--- config.mk ---
export PLATFORM = sky130hd
export DESIGN_NAME = ras_ckpt
export DESIGN_NICKNAME = d
export VERILOG_FILES = /design/src/rtl/ras_ckpt_pkg.sv /design/src/rtl/ras_ckpt.sv
export SDC_FILE = /design/constraint.sdc
export NUM_CORES = 1
export LEC_CHECK = 0
export ABC_CLOCK_PERIOD_IN_PS = 5340
export CAP_MARGIN = 25
export CELL_PAD_IN_SITES_DETAIL_PLACEMENT = 1
export CELL_PAD_IN_SITES_GLOBAL_PLACEMENT = 1
export CORE_ASPECT_RATIO = 0.9
export CORE_MARGIN = 10
export CORE_UTILIZATION = 49
export CTS_BUF_LIST = sky130_fd_sc_hd__clkbuf_2
export DETAILED_ROUTE_END_ITERATION = 8
export PLACE_DENSITY = 0.78
export RECOVER_POWER = 100
export SLEW_MARGIN = 10
export SYNTH_ARGS = -nofsm -noshare
export SYNTH_HDL_FRONTEND = slang
export SYNTH_SLANG_ARGS = --single-unit
--- constraint.sdc ---
create_clock -name CLK -period 5.34 [get_ports CLK]
set_clock_uncertainty 0.15 [all_clocks]
set_input_delay 0.534 -clock CLK [delete_from_list [all_inputs] [get_ports CLK]]
set_output_delay 0.534 -clock CLK [all_outputs]
set_load 0.02 [all_outputs]
--- src/rtl/ras_ckpt_pkg.sv ---
// Shared return-address-stack types: pointer, occupancy and the checkpoint
// bundle that fetch and the ROB carry with each prediction.
package ras_ckpt_pkg;

   localparam int RAS_ENTRIES_DEF     = 16;
   localparam int LOG_RAS_ENTRIES_DEF = $clog2(RAS_ENTRIES_DEF);
   localparam int ENTRY_WIDTH_DEF     = 38;

   typedef logic [LOG_RAS_ENTRIES_DEF-1:0] RAS_ptr_t;
   typedef logic [LOG_RAS_ENTRIES_DEF:0]   RAS_count_t;

   typedef struct packed {
      RAS_ptr_t   ptr;
      RAS_count_t count;
   } RAS_ckpt_t;

endpackage

--- src/rtl/ras_ckpt.sv ---
// Circular return address stack with occupancy count and checkpoint restore.
// Optional top-entry repair on restore: define RAS_CKPT_TOP_REPAIR_EN.
module ras_ckpt
   import ras_ckpt_pkg::*;
#(
   parameter int RAS_ENTRIES     = RAS_ENTRIES_DEF,
   parameter int LOG_RAS_ENTRIES = $clog2(RAS_ENTRIES),
   parameter int ENTRY_WIDTH     = ENTRY_WIDTH_DEF
) (
   input  logic                       CLK,
   input  logic                       RST,
   input  logic                       push_valid,
   input  logic [ENTRY_WIDTH-1:0]     push_pc38,
   input  logic                       pop_valid,
   output logic [ENTRY_WIDTH-1:0]     top_pc38,
   output logic                       top_valid,
   output logic [LOG_RAS_ENTRIES-1:0] ckpt_ptr,
   output logic [LOG_RAS_ENTRIES:0]   ckpt_count,
   input  logic                       restore_valid,
   input  logic [LOG_RAS_ENTRIES-1:0] restore_ptr,
   input  logic [LOG_RAS_ENTRIES:0]   restore_count
`ifdef RAS_CKPT_TOP_REPAIR_EN
   ,
   input  logic                       restore_top_valid,
   input  logic [ENTRY_WIDTH-1:0]     restore_top_pc38
`endif
);

   typedef logic [LOG_RAS_ENTRIES-1:0] ptr_t;
   typedef logic [LOG_RAS_ENTRIES:0]   count_t;
   typedef logic [ENTRY_WIDTH-1:0]     entry_t;

   localparam count_t CNT_MAX = count_t'(RAS_ENTRIES);

   entry_t stack_q [RAS_ENTRIES];
   ptr_t   ptr_q, ptr_d, ptr_inc;
   count_t cnt_q, cnt_d;
   logic   wr_en;
   ptr_t   wr_idx;
   entry_t wr_data;

   assign ptr_inc = ptr_q + ptr_t'(1);

   always_comb begin
      ptr_d   = ptr_q;
      cnt_d   = cnt_q;
      wr_en   = 1'b0;
      wr_idx  = ptr_q;
      wr_data = push_pc38;
      if (restore_valid) begin
         ptr_d = restore_ptr;
         cnt_d = (restore_count > CNT_MAX) ? CNT_MAX : restore_count;
`ifdef RAS_CKPT_TOP_REPAIR_EN
         wr_en   = restore_top_valid;
         wr_idx  = restore_ptr;
         wr_data = restore_top_pc38;
`endif
      end else if (push_valid && pop_valid) begin
         // Replace the top in place: return then call again.
         wr_en = 1'b1;
         cnt_d = (cnt_q == '0) ? count_t'(1) : cnt_q;
      end else if (push_valid) begin
         ptr_d  = ptr_inc;
         wr_en  = 1'b1;
         wr_idx = ptr_inc;
         cnt_d  = (cnt_q == CNT_MAX) ? cnt_q : cnt_q + count_t'(1);
      end else if (pop_valid) begin
         // Pointer moves even when empty so checkpoints stay aligned.
         ptr_d = ptr_q - ptr_t'(1);
         cnt_d = (cnt_q == '0) ? cnt_q : cnt_q - count_t'(1);
      end
   end

   always_ff @(posedge CLK) begin
      if (RST) begin
         ptr_q <= '0;
         cnt_q <= '0;
         for (int i = 0; i < RAS_ENTRIES; i++) begin
            stack_q[i] <= '0;
         end
      end else begin
         ptr_q <= ptr_d;
         cnt_q <= cnt_d;
         if (wr_en) begin
            stack_q[wr_idx] <= wr_data;
         end
      end
   end

   assign top_pc38   = stack_q[ptr_q];
   assign top_valid  = (cnt_q != '0);
   assign ckpt_ptr   = ptr_q;
   assign ckpt_count = cnt_q;

endmodule

Word-level counts from Yosys, hierarchy flattened. Memory sizes are Yosys's and may differ from the RTL's. A register that Yosys moved wholly into a read port is not among the register bits. Index checks and enable logic that the tools add are counted.

Flip-flop bits (word level): 9. Memories kept: 1. Memory bits (writable): 608. Input bits: 52.

Memory list: stack_q (words 16, bits a word 38, read ports 1, clocked after Yosys merged registers in 1, wr ports 16, RTL line ras_ckpt.sv:35) `entry_t stack_q [RAS_ENTRIES];`.

Add/subtract/negate cells: 4. Multiplexer cells: 28. Eq/ne operators: 5. Magnitude comparators: 1. Reductions and logical operators: 8.

Operators by type and width (count): two-way mux 4 bit (10); two-way mux 5 bit (8); two-way mux 38 bit (1); OR reduction 38 bit (1); two-way mux 1 bit (9); inequality test 4 bit (second input constant) (2); adder 5 x 1 -> 5 bit (second input constant) (1); == test 5 bit (second input constant) (1); greater-than comparator 5 bit (second input constant) (1); zero test 5 bit (1); nonzero test 5 bit (1); subtractor 5 x 1 -> 5 bit (second input constant) (1); adder 4 x 1 -> 4 bit (second input constant) (1); AND reduction 4 bit (1); nonzero test 4 bit (1); subtractor 4 x 1 -> 4 bit (second input constant) (1); inequality test 3 x 2 -> 1 bit (second input constant) (1); nonzero test 3 bit (1); inequality test 2 bit (second input constant) (1); AND reduction 2 bit (1); logical AND 1 bit (1).

Depth between registers and ports, before layout. Gate-level depths: netlist of run 1.

Word-level depth: 8. Gate-level depth with buffers: 8.

Worst setup path after synthesis of run 1. Ideal clock, no wire load.

Path kind: register -> register. Start: reg ptr_q[0], in the netlist ckpt_ptr[0]. End: mem stack_q[2][0] in the netlist's numbering (enable). Arrival: 4607 ps. Path buffers: 1. Stages on the path, launching flop included: 8. Slack: 97 ps. Cells stage by stage: dfxtp_1 inv_1 ha_1 mux2i_1 or3_1 nand3b_1 clkbuf_1 o21ai_0.

RTL lines: start: declaration (RTL line ras_ckpt.sv:36) `ptr_t ptr_q, ptr_d, ptr_inc;`; start signal: assignment (RTL line ras_ckpt.sv:82) `ptr_q <= ptr_d;`; end: declaration (RTL line ras_ckpt.sv:35).

==> metrics.csv, run 1 <==
stage;metric;value;unit
placed_design;placed_cells;2481;
placed_design;preCtsSetupSlack;0.934;ns
synthesis;yosys.cell_types.count;59;
floorplan;ios;100;
global_route;grt_pass1_vias;18898;
cts;htreeDepth;4;
global_route;grt_max_degree;153;
floorplan;start_util;0.498;
cts;clk_latency;1.31;ns
cells_and_area;syn2layout_area_growth;13.5;%
power;clockPowerShare;0.333;
floorplan;num_rows;82;
detailed_routing;drt_iter0_drc;1378;
synthesis;syn-num-nets;1779;
power;powerDensity;326;nW/um^2
detailed_routing;ant_nets;0;
cells_and_area;fillers;5314;
setup_path;r2r_cells;7;
sta;hold_viol_final;0;
synthesis;synth_area;28000;um^2
synthesis;synth-seq-area-share;0.662;
floorplan;core_area;56100;um^2
flow_run;cap_violations;24;
setup_path;cp_max_fo;22;
sta;tns;0;ns
synthesis;synth_top_flop_cell;edfxtp_1;
synthesis;syn_area_per_cell;16.3;um^2
setup_path;r2r-start;ckpt_ptr[0]$_SDFFE_PP0P_;
cts;clockBufferDepth;3;
floorplan;die_w;272;um
sta;whs;0.226;ns
detailed_routing;drc;0;
synthesis;yosysTopAreaCell;edfxtp_1;
synthesis;synth-async-reset-ratio;0;
cts;cts.clk_slew.worst_paths;0.11;ns
cts;cts_buffers;160;
setup_path;crit_required;6.14;ns
cells_and_area;fin_nets;1999;
synthesis;synth-edff-count;608;
power;p_leak;0.0108;uW
hold_path;min_path_type;primary input to register;
global_route;grt_pass1_wl;119;mm
detailed_routing;routed_wl;77.8;mm
hold_path;hp-start;restore_valid;
synthesis;yosys_warnings;0;
power;p_sw;2860;uW
hold_path;min_path_cells;2;
setup_path;regToRegEndpoint;stack_q[10][20]$_SDFFCE_PN0P_;
power;intPower;7470;uW
power;irDropWorstVdd;0.253;mV
setup_path;reg2reg_slack;0.33;ns
detailed_routing;routedWlPerCell;27.6;um
setup_path;crit_type;register to register;
cells_and_area;multi_input_area;8620;um^2
cells_and_area;drive_gt1_frac;0.260;
cts;root_buffer;clkbuf_2;
sta;fin_crit_sh;0.939;
global_route;antenna_found_initial;2;
sta;setup_viol;0;
synthesis;ys_top_cells_by_count;edfxtp_1, nor3_1, and2_1;
floorplan;dieArea;67000;um^2
sta;min_period;5.01;ns
synthesis;synth_most_common_cell;edfxtp_1;
sta;rsz0062_at_grt;no;
cells_and_area;register_area;18500;um^2
synthesis;ys_seq_elements;621;
setup_path;worst_ep_arrival_time;5.81;ns
synthesis;synth.area.top_cells;edfxtp_1, mux4_2, and2_1;
floorplan;fp.dieH;247;um
power;p_seq_frac;0.547;
status;status;complete, but fails checks;
power;p_sw_frac;0.277;
placed_design;port_buffers;99;
setup_path;cp-end-kind;register;
detailed_routing;via_per_inst;5.99;
sta;clock.fmax;199;MHz
cts;cts_tree;yes;
cts;cts_sinks;621;
synthesis;synth_top_area_share;0.653;
power;power_frac_comb;0.121;
cells_and_area;finalNonFillerCells;2821;
sta;tightest_slew;2.74;ns
placed_design;post_dp_cell_area;30000;um^2
detailed_routing;vias;16889;
global_route;grt_overflow;0;
cells_and_area;final_area;31700;um^2
global_route;grt_usage;0.236;
sta;final_max_slew_viol_count;780;
sta;fin_ws;0.327;ns
detailed_routing;firstDrtPassIters;5;
status;violations;max-capacitance violations, max-slew violations;
placed_design;gp_routability_congestion;0.761;
cts;cts-resized-gates;0;
placed_design;dp_hpwl;44.8;mm
setup_path;start_kind;register;
synthesis;synthCells;1719;
hold_path;hold_path_end;ckpt_ptr[3]$_SDFFE_PP0P_;
sta;slew_headroom;-0.849;
sequential cells by signal, indices dropped and copies added, names as in the netlist, named ones only:
name	flops
ckpt_ptr	4
ckpt_count	5
stack_q	608
power groups by stage:
stage               Combinational (uW)  Clock [uW]  Sequential [uW]
CTS                               1300        3510             5640
global placement                  1240           0             5730
finish                            1240        3440             5650
detailed placement                1260           0             5750
floorplan                          749           0             5690
global route                      1320        3760             5670
critical path, cell delays in order, from the launching register on:
cell and delay (ns):
dfxtp_1 0.53, inv_1 0.17, ha_1 0.36, mux2i_1 0.11
or3_1 0.41, a2111oi_0 0.63, or2_0 1.71, buf_4 0.56
stage by stage:
| step | power (uW) | utilization |
|---|---|---|
| after floorplan | 6440 | - |
| after global placement | 6970 | 0.535 |
| after detailed placement | 7020 | 0.535 |
| after CTS | 10500 | 0.571 |
| after global routing | 10700 | 0.565 |
| final | 10300 | 0.565 |
cell type report:
| type | count | area share |
|---|---|---|
| sequential | 621 | 0.584 |
| multi-input combinational | 906 | 0.272 |
| timing repair buffer | 205 | 0.0614 |
| clock buffer | 238 | 0.0375 |
| tap | 756 | 0.0298 |
| clock inverter | 47 | 0.00994 |
| inverter | 45 | 0.00532 |
| antenna | 3 | 0.000237 |
layer usage:
layer	global-route usage	part of all wire	wire [um]
met4	0.0825	0.020	1540
met2	0.402	0.51	40000
met1	0.297	0.40	31400
met5	0	0	0
met3	0.0471	0.062	4800
what timing repair did:
item,CTS,global route
setup buffers,0,0
endpoints found under the setup margin,0,0
hold buffers,52,0
endpoints found under the hold margin,569,0
kinds of logic after synthesis:
family / count (synthesis) / synth area share
adder cells (fa/ha/maj): 8 / 0.00385
XOR/XNOR: 6 / 0.00188
multiplexers: 193 / 0.154
flip-flops: 621 / 0.662
AND/OR/NAND/NOR: 652 / 0.135
AO/OA/AOI/OAI: 47 / 0.0134
buffers and inverters: 192 / 0.0295
placed cells by master, fill, tap and decap left out, types with 3 or more instances in the layout:
master	synthesis	layout
inv_2	0	4
xnor2_1	3	3
nor4_1	3	3
buf_4	7	14
ha_1	7	7
mux4_2	190	190
clkbuf_1	105	22
dfxtp_4	0	3
nand3b_1	4	4
dlygate4sd3_1	0	91
or2_0	0	7
edfxtp_1	608	608
and2_0	0	172
nand2_4	0	4
nand2_1	9	5
xor2_1	3	3
or3_1	4	4
a211oi_1	3	3
clkbuf_2	4	244
a2111oi_0	0	8
and2_1	257	85
diode_2	0	3
clkinv_1	38	73
buf_12	0	10
o21ai_0	10	10
bufinv_16	0	5
inv_1	7	7
dfxtp_1	13	9
nor3_1	304	304
a21oi_1	5	5
nand3_1	4	4
clkdlybuf4s50_1	0	60
and2_2	48	48
how the worst max path moves through the flow:
stage	start	end	slack (ns)	depth (start not counted)
2_1_floorplan	ckpt_ptr[0]$_SDFFE_PP0P_	stack_q[2][0]$_SDFFCE_PN0P_	0.1	7
3_3_place_gp	push_valid	stack_q[10][23]$_SDFFCE_PN0P_	1.10	7
3_5_place_dp	push_valid	stack_q[10][23]$_SDFFCE_PN0P_	0.93	7
4_1_cts	register	top_pc38[18]	0.21	4
5_1_grt	register	top_pc38[4]	0.06	4
6_report	ckpt_ptr[0]$_SDFFE_PP0P_	stack_q[10][20]$_SDFFCE_PN0P_	0.33	7
Note: power is estimated with default switching activity, not from simulation.
==> run 2: changes to the inputs <==
Settings changed: ABC_AREA set to 1, CORE_UTILIZATION 49 to 46, GPL_TIMING_DRIVEN set to 0, PLACE_DENSITY 0.78 to 0.79.
==> run 2 against run 1 <==
  * The flow still finishes with violations (max-capacitance violations, max-slew violations)
  * Via count increased by 51%
  * Register-to-register slack got worse by 0.32 ns
  * Wire length increased by 46%
  * Critical endpoint is now stack_q[11][25]$_SDFFCE_PN0P_
  * Largest cell class unchanged
==> metrics.csv, run 2 <==
stage;metric;value;unit;change
status;status;complete, but fails checks;;unchanged
status;violations;max-capacitance violations, max-slew violations;;unchanged
setup_path;cp-end-kind;register;;unchanged
setup_path;timing.critical_path.buf_inv;3;;was 2
global_route;grt_overflow;0;;unchanged
sta;whs;0.114;ns;was 0.226 ns
setup_path;reg2reg_slack;0.005;ns;was 0.33 ns
setup_path;crit_required;6.19;ns;was 6.14 ns
setup_path;cp.depth;8;;was 7
synthesis;synth-edff-count;608;;unchanged
sta;setup_viol;0;;unchanged
cells_and_area;layout_commonest_cell;edfxtp_1;;unchanged
sta;hold_viol_final;0;;unchanged
cts;cts.clk_slew.worst_paths;0.09;ns;was 0.11 ns
power;intPower;7570;uW;was 7470 uW
synthesis;synth_top_flop_cell;edfxtp_1;;unchanged
setup_path;crit_start;ckpt_ptr[1]$_SDFFE_PP0P_;;was ckpt_ptr[0]$_SDFFE_PP0P_
cells_and_area;syn2layout_area_growth;15.2;%;was 13.5%
setup_path;crit_type;register to register;;unchanged
detailed_routing;drt_iter0_drc;2871;;was 1378
synthesis;synth_area;29100;um^2;was 28000 um^2
floorplan;fp.dieH;258;um;was 247 um
sta;min_period;5.33;ns;was 5.01 ns
sta;fin_crit_sh;0.999;;was 0.939
cells_and_area;drive_gt1_frac;0.107;;was 0.260
cells_and_area;largest_register;stack_q;;unchanged
setup_path;cpPeakStageDelay;1.10;ns;was 1.71 ns
setup_path;r2r-start;ckpt_ptr[1]$_SDFFE_PP0P_;;was ckpt_ptr[0]$_SDFFE_PP0P_
cts;root_buffer;clkbuf_2;;unchanged
cts;postCtsSetupRepairBufs;0;;unchanged
synthesis;synth_top_area_share;0.628;;was 0.653
sta;fin_ws;0.00515;ns;was 0.327 ns
detailed_routing;routed_wl;114;mm;was 77.8 mm
detailed_routing;firstDrtPassIters;6;;was 5
detailed_routing;via_per_inst;6.08;;was 5.99
synthesis;syn-num-nets;2953;;was 1779
synthesis;synth-async-reset-ratio;0;;unchanged
cts;clk_latency;1.41;ns;was 1.31 ns
global_route;grt_max_degree;30;;was 153
cts;cts_buffers;161;;was 160
setup_path;regToRegEndpoint;stack_q[11][25]$_SDFFCE_PN0P_;;was stack_q[10][20]$_SDFFCE_PN0P_
cells_and_area;fillers;7136;;was 5314
setup_path;cp_max_fo;27;;was 22
global_route;grt_usage;0.302;;was 0.236
cells_and_area;largest_reg_flops;608;;unchanged
synthesis;yosys_warnings;0;;unchanged
floorplan;die_w;285;um;was 272 um
placed_design;preCtsSetupSlack;0.587;ns;was 0.934 ns
synthesis;synthCells;2893;;was 1719
cts;clockBufferDepth;3;;unchanged
synthesis;yosysTopAreaCell;edfxtp_1;;unchanged
synthesis;syn_area_per_cell;10.0;um^2;was 16.3 um^2
detailed_routing;ant_nets;0;;unchanged
power;p_sw;3790;uW;was 2860 uW
synthesis;synth.area.top_cells;edfxtp_1, nor3_1, inv_1;;was edfxtp_1, mux4_2, and2_1
setup_path;start_kind;register;;unchanged
sta;rsz0062_at_grt;no;;unchanged
synthesis;yosys.cell_types.count;30;;was 59
global_route;antenna_found_initial;6;;was 2
setup_path;slowest_stage;o21ai_0;;was or2_0
sta;tightest_slew;2.09;ns;was 2.74 ns
synthesis;ys_seq_elements;621;;unchanged
synthesis;ys_top_cells_by_count;edfxtp_1, inv_1, nor2_1;;was edfxtp_1, nor3_1, and2_1
power;p_leak;0.0127;uW;was 0.0108 uW
floorplan;start_util;0.464;;was 0.498
placed_design;port_buffers;98;;was 99
floorplan;ios;100;;unchanged
cells_and_area;fin_nets;3289;;was 1999
detailed_routing;routedWlPerCell;27.1;um;was 27.6 um
sta;slew_headroom;-0.402;;was -0.849
sta;final_max_slew_viol_count;38;;was 780
global_route;grt_pass1_vias;27009;;was 18898
cells_and_area;final_cell_mix;edfxtp_1, inv_1, nor2_1;;was edfxtp_1, nor3_1, clkbuf_2
detailed_routing;vias;25479;;was 16889
flow_run;cap_violations;3;;was 24
synthesis;synth-seq-area-share;0.637;;was 0.662
global_route;grt_pass1_wl;166;mm;was 119 mm
power;irDropWorstVdd;0.175;mV;was 0.253 mV
floorplan;num_rows;87;;was 82
power;p_seq_frac;0.494;;was 0.547
power;p_sw_frac;0.334;;was 0.277
setup_path;crit_end;stack_q[11][25]$_SDFFCE_PN0P_;;was stack_q[10][20]$_SDFFCE_PN0P_
synthesis;synth_most_common_cell;edfxtp_1;;unchanged
setup_path;cp_common_cell;clkbuf_1;;
sta;clock.fmax;187;MHz;was 199 MHz
floorplan;dieArea;73600;um^2;was 67000 um^2
power;power_frac_comb;0.192;;was 0.121
setup_path;worst_ep_arrival_time;6.18;ns;was 5.81 ns
detailed_routing;drc;0;;unchanged
hold_path;min_path_type;primary input to register;;unchanged
power;clockPowerShare;0.313;;was 0.333
cts;cts_sinks;621;;unchanged
cts;cts_tree;yes;;unchanged
setup_path;r2r_cells;8;;was 7
floorplan;core_area;62600;um^2;was 56100 um^2
setup_path;cp_cell_sequence;ha_1 > xor2_1 > o21ai_0 > nand3_1 > clkbuf_1 > clkbuf_1 > nand2_1 > buf_2;;was inv_1 > ha_1 > mux2i_1 > or3_1 > a2111oi_0 > or2_0 > buf_4
setup_path;critPathTopFamily;buffers and inverters;;was simple AND/OR/NAND/NOR gates
placed_design;dp_hpwl;78.9;mm;was 44.8 mm
power;powerDensity;340;nW/um^2;was 326 nW/um^2
placed_design;gp_routability_congestion;0.923;;was 0.761
cts;htreeDepth;4;;unchanged
-- run 2: cell count changes after synthesis, moves of 43 or more --
cell and change:
nor2_1 +329, o211ai_1 +151, buf_2 +43, nand2_1 +235
and2_1 -256, a21oi_1 +151, inv_1 +351, clkbuf_1 +72
and2_2 -48, mux4_2 -190, o21ai_0 +157, nand3_1 +251
-- run 2: kinds of logic (layout without fill, tap and decap cells) --
family / Yosys count / in the layout / synth area share
compound gates: 481 / 481 / 0.0965
xor+xnor: 4 / 4 / 0.00121
fa+ha+maj: 8 / 8 / 0.00370
buf+inv: 631 / 1078 / 0.0867
flops: 621 / 621 / 0.637
other cells: 0 / 7 / 0
simple gates: 1148 / 1148 / 0.175
-- run 2: per-stage QoR --
| stage | util | power (uW) | area, um^2 | TNS (ns) | cells |
|---|---|---|---|---|---|
| final | 0.534 | 11400 | 33500 | 0 | 4192 |
| after global routing | 0.534 | 11700 | 33400 | 0 | 4187 |
| after CTS | 0.541 | 11300 | 33900 | 0 | 4187 |
| after detailed placement | 0.507 | 7840 | 31700 | 0 | 3857 |
| after global placement | 0.497 | 7710 | 31100 | -913.00 | 3836 |
| after floorplan | - | 6790 | 29100 | 0 | 2893 |
-- run 2: worst min path at each step --
stage                                         from                          to  slack [ns]  cells after the start
after floorplan           ckpt_ptr[3]$_SDFFE_PP0P_                    register        0.44                      2
after global placement    ckpt_ptr[3]$_SDFFE_PP0P_    ckpt_ptr[3]$_SDFFE_PP0P_        0.41                      2
after detailed placement  ckpt_ptr[3]$_SDFFE_PP0P_    ckpt_ptr[3]$_SDFFE_PP0P_        0.43                      2
after CTS                               push_valid  ckpt_count[2]$_SDFFE_PP0P_        0.01                      6
after global routing                 restore_valid  ckpt_count[4]$_SDFFE_PP0P_        0.12                      7
final                                restore_valid  ckpt_count[4]$_SDFFE_PP0P_        0.11                      7
-- run 2: timing repair --
action / CTS / global route
endpoints found under the hold margin: 242 / 0
endpoints found under the setup margin: 38 / 36
hold buffers: 56 / 0
gates resized for setup: 57 / 18
-- run 2: layout make-up --
class,instances,area (um^2),area share
flip-flops and latches,621,18500,0.554
multi-input cells,1641,8020,0.240
repair buffers,175,1830,0.0548
inverters,363,1360,0.0407
clock buffers,234,1170,0.0350
plain buffers,266,1140,0.0341
well taps,845,1060,0.0316
clock inverters,40,333,0.00995
diodes,7,17.5,0.000524
-- run 2: tightest hold or removal path, cell delays in order --
cell	delay [ns]
dlygate4sd3_1	0.53
buf_4	0.13
nor2_1	0.07
nand3_1	0.11
nand4_1	0.09
nor2_1	0.11
nor2_1	0.05
-- run 2: power groups by stage --
| stage | registers [uW] | logic, uW | clock network, uW |
|---|---|---|---|
| floorplan | 5710 | 1080 | 0 |
| global placement | 5730 | 1990 | 0 |
| detailed placement | 5710 | 2130 | 0 |
| CTS | 5600 | 2180 | 3540 |
| global route | 5630 | 2290 | 3790 |
| finish | 5620 | 2180 | 3560 |
-- run 2: per-layer routing --
metal,global-route usage,wire length (um),vias up
li1,-,-,10753
met3,0.0955,14100,411
met2,0.489,52800,1700
met5,0,22,-
met1,0.359,41300,12611
met4,0.157,5520,4
==> RTL change: new RTL, config.mk and constraints of run 2 <==
Set the package constant `ENTRY_WIDTH_DEF` to 42 (it was 38).
--- a/src/rtl/ras_ckpt_pkg.sv
+++ b/src/rtl/ras_ckpt_pkg.sv
@@ -6,3 +6,3 @@
    localparam int LOG_RAS_ENTRIES_DEF = $clog2(RAS_ENTRIES_DEF);
-   localparam int ENTRY_WIDTH_DEF     = 38;
+   localparam int ENTRY_WIDTH_DEF     = 42;
 
Interface: changed (resized push_pc38 and top_pc38); port bits go from 100 to 108. The function was not compared with the original's and may differ.
==> RTL change against run 2 <==
The flow finishes with violations (max-capacitance violations, max-slew violations, negative setup slack). Setup slack worse by 69 ps. Total power is 11% higher. Wire length is 20% higher. Die area is 12% higher. Synthesized cell count is 9.6% higher. Final area is 11% higher. Global-route usage is 2.2 points higher. Sequential cell count is 64 higher. Synthesized area is 13% higher.
==> RTL change: results <==
metrics = {
    "run_status": {
        "status": "complete, but fails checks",
        "violations": "max-capacitance violations, max-slew violations, negative setup slack",
    },
    "placed_design": {
        "dp_hpwl_mm": 88.9,
        "pre_cts_ws_ps": 763,
        "gp_congestion": 0.927,
        "place_area_sq_um": 35800,
        "port_buffers": 106,
        "dp.cells": 4245,
    },
    "final_layout": {
        "drive_gt1_frac": 0.127,
        "largest_reg_flops": 672,
        "nets": 3613,
    },
    "clocking": {
        "cts_buffers": 176,
        "cts_hold_buffers": 64,
        "insertion_delay_ps": 1520,
        "cts_resized": 28,
        "clk_pin_slew_ps": 120,
    },
    "critical_path": {
        "slowest_stage": "clkbuf_1",
        "worstPathArrival_ps": 4720,
        "r2r_slack_ps": 480,
        "critPathMaxFanout": 10,
        "crit_end": "top_pc38[4]",
        "reg2reg_from": "ckpt_ptr[0]",
        "cpPeakStageDelay_ps": 720,
    },
    "min_path": {
        "holdPathEnd": "ckpt_count[0]",
        "hold_path_depth": 3,
    },
    "logic_synthesis": {
        "yosys.area_share.adder": 0.00328,
        "ys_types": 31,
        "yosys-top-cells-count": "672 x edfxtp_1, 394 x inv_1, 358 x nor2_1",
        "synthXorXnorAreaFrac": 0.000801,
        "syn_inst": 3172,
        "synth-compound-area-share": 0.0944,
        "synthTopCellsByArea": "edfxtp_1 62%, nor3_2 4.7%, inv_1 4.5%, nand3_1 4.3%, nor2_1 4.1%",
    },
    "routing": {
        "wirelength_mm": 136,
        "drtPass1Iterations": 7,
        "dr_wl_met3_mm": 19.3,
        "met1_length_mm": 48.1,
        "via_per_inst": 6.24,
        "wl_per_cell_um": 29.4,
        "met2_length_mm": 60.7,
        "drtIter0Drc": 3968,
    },
    "global_route": {
        "use_met2": 0.503,
        "use_met1": 0.397,
        "grt_max_degree": 43,
        "grt_pass1_wl_mm": 195,
        "antenna_found_initial": 4,
    },
    "timing": {
        "drv_slew": 86,
        "timing.max_slew.rel_slack": -0.0485,
        "fin_setup_tns_ps": -159,
        "setup_violations": 7,
        "post-route-worst-setup-slack_ps": -63.5,
    },
    "run": {
        "drv_cap": 2,
    },
    "power": {
        "ir_drop_mv": 0.194,
        "p_sw_frac": 0.343,
    },
}
RTL change: cell type report:
type | instances | area, sq um
Clock buffer | 264 | 1320
Sequential cell | 685 | 20400
Tap cell | 940 | 1180
Multi-Input combinational cell | 1796 | 9000
Inverter | 400 | 1510
Fill cell | 7967 | 33300
Timing Repair Buffer | 199 | 2000
Antenna cell | 12 | 30.0
Buffer | 291 | 1300
Clock inverter | 33 | 265
RTL change: cell families after synthesis:
logic type	after synthesis
compound gates	532
xor+xnor	3
fa+ha+maj	8
buf+inv	691
flops	685
simple gates	1253
RTL change: power groups by stage:
stage | sequential, mW | clock, mW | combinational (mW)
floorplan | 6.31 | 0 | 1.32
global placement | 6.34 | 0 | 2.39
detailed placement | 6.31 | 0 | 2.55
CTS | 6.19 | 3.81 | 2.61
global route | 6.22 | 4.07 | 2.69
finish | 6.20 | 3.84 | 2.60
